**src/rtl/rr_mux_n_if.sv**
```systemverilog
// rr_mux_n_if: bundles the channel-side and output-side handshake signals of
// the N:1 stream multiplexer. The mux itself uses the slave view; whatever
// drives the producers and the consumer uses the master view.
interface rr_mux_n_if #(
    parameter int WIDTH = 8,
    parameter int NCH   = 4,
    parameter int SELW  = 2
);
    logic                  mode;
    logic [SELW-1:0]       sel;
    logic [NCH*WIDTH-1:0]  in_data;
    logic [NCH-1:0]        in_valid;
    logic [NCH-1:0]        in_ready;
    logic [WIDTH-1:0]      out_data;
    logic                  out_valid;
    logic [SELW-1:0]       out_chan;
    logic                  out_ready;

    modport master (
        output mode, sel, in_data, in_valid, out_ready,
        input  in_ready, out_data, out_valid, out_chan
    );

    modport slave (
        input  mode, sel, in_data, in_valid, out_ready,
        output in_ready, out_data, out_valid, out_chan
    );
endinterface

```
**src/rtl/rr_mux_n.sv**
```systemverilog
// rr_mux_n: NCH:1 valid/ready stream multiplexer with a one-beat output
// register. mode=0 takes the channel named by sel; mode=1 arbitrates
// round-robin starting at ptr, which moves just past each granted channel.
module rr_mux_n #(
    parameter int WIDTH = 8,
    parameter int NCH   = 4,
    parameter int SELW  = 2
) (
    input  logic        clk,
    input  logic        rst,
    rr_mux_n_if.slave   bus
);

    logic [SELW-1:0]  ptr;
    logic [SELW-1:0]  pick;
    logic             pick_ok;
    logic [SELW-1:0]  ptr_next;
    logic [WIDTH-1:0] pick_data;
    logic             load_en;
    logic             xfer;

    // Channel index base+offset folded back into 0..NCH-1 (base is always < NCH).
    function automatic logic [SELW-1:0] wrap_idx(input logic [SELW-1:0] base, input int offset);
        int j;
        j = int'(base) + offset;
        if (j >= NCH) begin
            j = j - NCH;
        end
        return SELW'(j);
    endfunction

    // The register can take a beat when empty or when its current beat leaves this cycle.
    assign load_en = !bus.out_valid || bus.out_ready;

    // Choose the candidate channel; scanning from the far end lets the closest valid channel to ptr win.
    always_comb begin
        pick    = '0;
        pick_ok = 1'b0;
        if (!bus.mode) begin
            if (int'(bus.sel) < NCH) begin
                pick    = bus.sel;
                pick_ok = 1'b1;
            end
        end else begin
            for (int i = NCH - 1; i >= 0; i--) begin
                if (bus.in_valid[wrap_idx(ptr, i)]) begin
                    pick    = wrap_idx(ptr, i);
                    pick_ok = 1'b1;
                end
            end
        end
    end

    // Only the chosen channel sees ready, and nothing is ready while reset is held.
    always_comb begin
        bus.in_ready = '0;
        if (!rst && pick_ok) begin
            bus.in_ready[pick] = load_en;
        end
    end

    assign xfer      = !rst && pick_ok && load_en && bus.in_valid[pick];
    assign pick_data = bus.in_data[int'(pick)*WIDTH +: WIDTH];
    assign ptr_next  = (int'(pick) == NCH - 1) ? '0 : pick + SELW'(1);

    // Output register and round-robin pointer; a drained beat keeps its data/chan for visibility.
    always_ff @(posedge clk) begin
        if (rst) begin
            bus.out_valid <= 1'b0;
            bus.out_data  <= '0;
            bus.out_chan  <= '0;
            ptr           <= '0;
        end else begin
            if (xfer) begin
                bus.out_valid <= 1'b1;
                bus.out_data  <= pick_data;
                bus.out_chan  <= pick;
                if (bus.mode) begin
                    ptr <= ptr_next;
                end
            end else if (bus.out_ready) begin
                bus.out_valid <= 1'b0;
            end
        end
    end

endmodule
```
**src/flat_wrapper.sv**
```systemverilog
// flat-port wrapper written by rule: the top's interface ports become plain ports
module rr_mux_n_flat 
#(
    parameter int WIDTH = 8,
    parameter int NCH   = 4,
    parameter int SELW  = 2
)
  (clk, rst, bus_mode, bus_sel, bus_in_data, bus_in_valid, bus_out_ready, bus_in_ready, bus_out_data, bus_out_valid, bus_out_chan);
  rr_mux_n_if #(.WIDTH(WIDTH), .NCH(NCH), .SELW(SELW)) bus_i ();
  input  logic clk;
  input  logic rst;
  input wire logic [$bits(bus_i.mode)-1:0] bus_mode;
  input wire logic [$bits(bus_i.sel)-1:0] bus_sel;
  input wire logic [$bits(bus_i.in_data)-1:0] bus_in_data;
  input wire logic [$bits(bus_i.in_valid)-1:0] bus_in_valid;
  input wire logic [$bits(bus_i.out_ready)-1:0] bus_out_ready;
  output wire logic [$bits(bus_i.in_ready)-1:0] bus_in_ready;
  output wire logic [$bits(bus_i.out_data)-1:0] bus_out_data;
  output wire logic [$bits(bus_i.out_valid)-1:0] bus_out_valid;
  output wire logic [$bits(bus_i.out_chan)-1:0] bus_out_chan;
  assign bus_i.mode = bus_mode;
  assign bus_i.sel = bus_sel;
  assign bus_i.in_data = bus_in_data;
  assign bus_i.in_valid = bus_in_valid;
  assign bus_i.out_ready = bus_out_ready;
  assign bus_in_ready = bus_i.in_ready;
  assign bus_out_data = bus_i.out_data;
  assign bus_out_valid = bus_i.out_valid;
  assign bus_out_chan = bus_i.out_chan;
  rr_mux_n #(.WIDTH(WIDTH), .NCH(NCH), .SELW(SELW)) u_core (.clk(clk), .rst(rst), .bus(bus_i));
endmodule
```
**config.mk**
```make
export PLATFORM = sky130hd
export DESIGN_NAME = rr_mux_n_flat
export DESIGN_NICKNAME = d
export VERILOG_FILES = /design/src/rtl/rr_mux_n_if.sv /design/src/rtl/rr_mux_n.sv /design/src/flat_wrapper.sv
export SDC_FILE = /design/constraint.sdc
export NUM_CORES = 1
export LEC_CHECK = 0
export ABC_AREA = 1
export BUFFER_PORTS_ARGS = -buffer_cell sky130_fd_sc_hd__buf_2
export CAP_MARGIN = 20
export CORE_MARGIN = 3
export CORE_UTILIZATION = 48
export CTS_BUF_LIST = sky130_fd_sc_hd__clkbuf_4 sky130_fd_sc_hd__clkbuf_8
export CTS_CLUSTER_SIZE = 24
export DETAILED_ROUTE_END_ITERATION = 16
export PLACE_DENSITY = 0.82
export SYNTH_ARGS = -nofsm -noshare
export SYNTH_HDL_FRONTEND = slang
export SYNTH_SLANG_ARGS = --single-unit
```
**constraint.sdc**
```tcl
create_clock -name clk -period 2.9 [get_ports clk]
set_clock_uncertainty 0.15 [all_clocks]
set_input_delay 0.435 -clock clk [delete_from_list [all_inputs] [get_ports clk]]
set_output_delay 0.435 -clock clk [all_outputs]
set_load 0.02 [all_outputs]
```
== After elaboration in Yosys (flattened, before gate mapping) ==
Index checks and enable logic that the tools add are counted.

* Eq/ne operators: 1
* $add $sub $neg: 8
* Bitwise operators: 1
* Shifts and indexed selects: 1
* $lt $le $gt $ge: 10
* Mux-type cells: 34
* Reductions and logical operators: 9

{| class="wikitable"
|+ Operators by type and width
! kind !! count
|-
| 32-bit by 6-bit indexed part select with 8-bit output || 1
|-
| 2-bit two-way mux || 14
|-
| 2-bit by 3-bit < comparator with 1-bit output (second input constant) || 5
|-
| 1-bit two-way mux || 13
|-
| 1-bit binary-select mux with 2-bit select || 5
|-
| 3-bit >= comparator (second input constant) || 3
|-
| 2-bit by 1-bit subtractor with 2-bit output (second input constant) || 4
|-
| 2-bit by 2-bit adder with 3-bit output (second input constant) || 2
|-
| 4-bit AND || 1
|-
| 1-bit logical AND || 4
|-
| 4-bit two-way mux || 1
|-
| 2-bit by 1-bit adder with 3-bit output (second input constant) || 1
|-
| 2-bit by 3-bit >= comparator with 1-bit output (second input constant) || 1
|-
| 2-bit by 1-bit adder with 2-bit output (second input constant) || 1
|-
| 1-bit demux with 2-bit select || 1
|-
| 2-bit by 1-bit equality test with 1-bit output (second input constant) || 1
|-
| 2-bit by 1-bit >= comparator with 1-bit output (second input constant) || 1
|-
| 1-bit zero test || 2
|-
| 2-bit AND reduction || 1
|-
| 2-bit nonzero test || 1
|-
| 1-bit logical OR || 1
|}

* Input port bits: 42
* Register bits after elaboration: 13
* Word-level logic and storage cells: 68

== Longest topological paths before layout ==
* Depth after elaboration: 17
* Mapped depth: 18

== Worst setup path after synthesis ==
OpenSTA, ideal clock, no wires.

* Path type: reg-to-output
* From: register u_core.ptr[0]
* To: output port bus_in_ready[2]
* Stages on the path, launching flop included: 15
* Path buffers: 2
* Arrival time: 1,893 ps
* Data required time: 2,315 ps
* Slack: 422 ps
* Path through: dfxtp_1 inv_2 nand2_1 nand2_1 nand2_2 nand2_2 inv_2 nand2_1 nand2_1 nand2_2 nand3_4 nand2_2 buf_6 buf_6 nor3_1

* Cells in the longest elaborated chain, start to end: 17
* Elaborated cells on any way between the ends: 45
* Those cells by class: add/sub (7); order compare (6); mux (29); bitwise (1); reduce/logical (2)

{| class="wikitable"
|+ RTL lines
! element !! line !! source
|-
| start: declaration || rr_mux_n.sv:14 || <nowiki>logic [SELW-1:0] ptr;</nowiki>
|-
| start signal: assignment || rr_mux_n.sv:79 || <nowiki>ptr <= ptr_next;</nowiki>
|-
| 2-bit by 2-bit adder with 3-bit output || rr_mux_n.sv:25 || <nowiki>j = int'(base) + offset;</nowiki>
|-
| 3-bit >= comparator or 2-bit by 1-bit subtractor with 2-bit output (tied branches) || rr_mux_n.sv:26, rr_mux_n.sv:27 ||
|-
| 2-bit two-way mux || rr_mux_n.sv:26 || <nowiki>if (j >= NCH) begin</nowiki>
|-
| 2-bit two-way mux || rr_mux_n.sv:39 || <nowiki>if (!bus.mode) begin</nowiki>
|-
| 1-bit binary-select mux with 2-bit select || rr_mux_n.sv:46 || <nowiki>if (bus.in_valid[wrap_idx(ptr, i)]) begin</nowiki>
|-
| 1-bit two-way mux (implied by the code) || rr_mux_n.sv:46 ||
|-
| 2-bit two-way mux (4 in a row) || rr_mux_n.sv:46 ||
|-
| 2-bit two-way mux || rr_mux_n.sv:39 ||
|-
| 2-bit by 3-bit < comparator with 1-bit output (implied by the code) or 2-bit by 1-bit >= comparator with 1-bit output (tied branches) || rr_mux_n.sv:58 || <nowiki>bus.in_ready[pick] = load_en;</nowiki>
|-
| 1-bit logical AND (implied by the code) || rr_mux_n.sv:58 ||
|-
| 1-bit two-way mux (implied by the code) || rr_mux_n.sv:58 ||
|-
| 1-bit demux with 2-bit select || - ||
|-
| 4-bit AND (no line) || - ||
|-
| 4-bit two-way mux * || rr_mux_n.sv:57 || <nowiki>if (!rst && pick_ok) begin</nowiki>
|-
| end: declaration || flat_wrapper.sv:17 || <nowiki>output wire logic [$bits(bus_i.in_ready)-1:0] bus_in_ready;</nowiki>
|}

Every way passes the cells marked *; elsewhere a longest branch is shown, timed or not. The select of a mux whose other input is x is not followed.

== Worst setup path in the final report ==
* From: register u_core.ptr[0]
* To: output port bus_in_ready[3]

Same word-level chain as after synthesis.

==> results by group <==
Place
  – Post-DP HPWL: around 2400 um
  – Placed instance count: between 200 and 300
  – Port Buf Inserts: 56
  – Routability Congestion: 0.862

Die
  – Num rows: 17
  – Initial Util: 0.525
  – Die W: about 56 um
  – Core ar.: roughly 2300 um2
  – Die height: 56.4 um
  – I/O pin count: 57
  – Die Area: 3180 um2

Critical path
  – Crit path max-delay family: simple AND/OR/NAND/NOR gates
  – Worst Path Required: 2.32 ns
  – R2R setup slack: 0.60 ns
  – Startpoint types: register
  – Critical path's largest stage delay: 0.42 ns
  – Crit end category: output port
  – CP Max Fanout: 15
  – Crit path kind: register to output port
  – WP buf/inv: 4
  – R2R depth: 18
  – Crit path top cell by count: nor2_1
  – Reg2reg end: u_core.bus.out_data[5]
  – Slowest cell on crit path: dfxtp_2
  – Critical path depth: 14
  – Crit-path cells: inv_4 -> nand2_1 -> nand3_1 -> nand2_1 -> inv_1 -> nor2_1 -> nor2_1 -> nand2_2 -> nand3_4 -> nand2_8 -> ha_1 -> inv_1 -> nor2_1 -> buf_2
  – CP arrival: roughly 2 ns
  – FF-to-FF Start: u_core.ptr[0]

Route
  – Metal-1 WL: approximately 1500 um
  – Antenna viol nets, final: 0
  – DRC errors left: 0
  – Drt pass-1 iters: 4
  – Metal3 WL: 204 um
  – Metal2 WL: 1260 um
  – Top Metal Used: met4
  – Avg WL per Cell: ~10 um
  – Wirelength, routed: 2970 um
  – Drt via density: 4.71
  – Via count: 1,385
  – Initial DRC Count: 35

Power
  – Static Leakage: 0.873 nW
  – VDD IR-drop max: 288 uV
  – P per Cell Area: 480 nW/um2

Timing
  – Slew margin rel.: 0.665
  – Tmin final: 2.60 ns
  – Worst-margin pin slew: 0.502 ns
  – Max-slew violations: 0
  – Fmax: just under 400 MHz
  – Final Setup Violations: 0
  – RSZ-0062 raised after global routing: no
  – Final hold vios: 0
  – Fin Setup TNS: 0 ns
  – Period utilization: 0.895

Clock tree
  – Worst-skew pair later-pin latency: 0.27 ns
  – Root buffer cell: clkbuf_4
  – CTS max path bufs: 2
  – CTS tree: done
  – H-tree level count: 1
  – CTS buffer count: 3
  – Clock slew seen by the registers of the worst setup and hold paths: 0.08 ns
  – Clk sinks: 13
  – Hold buffers post-CTS: 0

Outcome
  – Status: finished, final reports clean

Hold path
  – Hold Path Class: primary input to register
  – Hold endpoint: u_core.bus.out_chan[0]
  – Min-Delay Path Depth: 2
  – Worst Hold Launch: rst

Finish
  – Post-route insts no fill: 294
  – Commonest non-fill, non-tap cells in the layout: buf_2, nand2_1, inv_1
  – Final nets: 310
  – Layout cells sized above 1: 0.320
  – Filler Cell Count: 221
  – Commonest non-fill, non-tap cell in the layout: buf_2
  – Area growth from synthesis to layout: 26.1%
  – Number of diodes: 0

Logic synthesis
  – Sequential share of the synthesized area: 0.214
  – Yosys cell types: 26
  – Syn nets: 254
  – Number of synthesized register bits: 13
  – Cell area after synthesis: 1220 um2
  – Synth Instances: between 200 and 250
  – Ys Warns: 0
  – Syn avg cell area: 5.77 um2

Global route
  – Overall routing resource usage: 0.184
  – Largest net degree at the start of global routing: 20
  – First-pass GRT wire length: 4790 um
  – Grt ovf: 0
  – Vias in the first global route: about 1,100
  – Initial antenna violation count: 0

Run
  – Max-Cap Viols: 0
[state kept, by name (all words and copies together) (netlist names)]
register / cells
u_core.ptr: 2
u_core.bus.out_data: 8
u_core.bus.out_chan: 2
u_core.bus.out_valid: 1
[Yosys cell counts (all sizes together)]
| library cell | n | share of area |
|---|---|---|
| nor2b | 1 | 0.0051 |
| nand4 | 1 | 0.0051 |
| nand3 | 13 | 0.072 |
| buf | 6 | 0.053 |
| a31oi | 1 | 0.0051 |
| inv | 36 | 0.11 |
| nand3b | 1 | 0.0062 |
| ha | 1 | 0.010 |
| a21oi | 20 | 0.088 |
| o21ai | 26 | 0.11 |
| dfxtp | 13 | 0.21 |
| nand2 | 64 | 0.23 |
| clkbuf | 3 | 0.0092 |
| nor2 | 23 | 0.071 |
| nor3 | 2 | 0.0082 |
[routing by layer]
metal | global-route usage | vias to the layer above
met3 | 0.0138 | 4
met2 | 0.282 | 54
met1 | 0.271 | 551
met5 | 0 | -
li1 | - | 776
met4 | 0.0610 | 0
[worst register-to-register path, cell delays in order, from the launching register on]
cell     delay, ns
dfxtp_2       0.42
inv_4         0.08
nand2_1       0.08
nand3_1       0.09
nand2_1       0.12
inv_1         0.05
nor2_1        0.09
nor2_1        0.06
nand2_2       0.07
nand3_4       0.10
nand2_8       0.12
buf_4         0.20
nand2_1       0.08
nand3_2       0.08
nand2_4       0.10
nand2_8       0.13
nand2_1       0.07
nand2_1       0.06
nor2_1        0.05
[where the power goes]
group | internal (mW) | leakage [nW] | switching [mW] | total, mW
combinational | 0.148 | 0.747 | 0.251 | 0.399
sequential | 0.204 | 0.108 | 0.0147 | 0.218
clock | 0.0626 | 0.0184 | 0.0564 | 0.119
[worst max-delay path by stage]
stage	startpoint	endpoint	slack, ns
5_1_grt	u_core.ptr[1]	bus_in_ready[3]	0.10
3_5_place_dp	bus_in_valid[1]	u_core.bus.out_data[0]	0.29
4_1_cts	u_core.ptr[0]	bus_in_ready[3]	0.06
2_1_floorplan	u_core.ptr[0]	bus_in_ready[2]	0.42
6_report	u_core.ptr[0]	bus_in_ready[3]	0.30
3_3_place_gp	bus_in_valid[1]	bus_in_ready[3]	0.33
[final cells by class]
| class | count | area (um2) | area share |
|---|---|---|---|
| Tap cell | 28 | 35.0 | 0.0228 |
| Multi-Input combinational cell | 153 | 759 | 0.495 |
| Clock buffer | 4 | 30.0 | 0.0196 |
| Sequential cell | 13 | 263 | 0.171 |
| Timing Repair Buffer | 60 | 310 | 0.202 |
| Inverter | 36 | 138 | 0.0896 |
[kinds of logic after synthesis]
| logic type | share of synthesized area |
|---|---|
| AND/OR/NAND/NOR | 0.399 |
| AO/OA/AOI/OAI | 0.204 |
| buffers and inverters | 0.174 |
| flip-flops | 0.214 |
| adder cells (fa/ha/maj) | 0.0103 |
[repair_timing]
item / 4_1_cts / 5_1_grt
buffers inserted: 0 / 1
pin swaps: 0 / 0
setup endpoints to repair: 1 / 4
gates resized for setup: 1 / 5
[metrics by stage]
| step | util | cell area (um2) | setup slack, ns | power [mW] | hold WS, ns |
|---|---|---|---|---|---|
| floorplan | - | 1220 | 0.422 | 0.530 | 0.347 |
| global placement | 0.638 | 1480 | 0.330 | 0.605 | 0.301 |
| detailed placement | 0.638 | 1480 | 0.289 | 0.609 | 0.319 |
| CTS | 0.653 | 1510 | 0.0613 | 0.732 | 0.204 |
| global route | 0.662 | 1540 | 0.101 | 0.802 | 0.201 |
| finish | 0.662 | 1540 | 0.304 | 0.736 | 0.214 |
No activity file was read; power rests on OpenSTA's default activity.
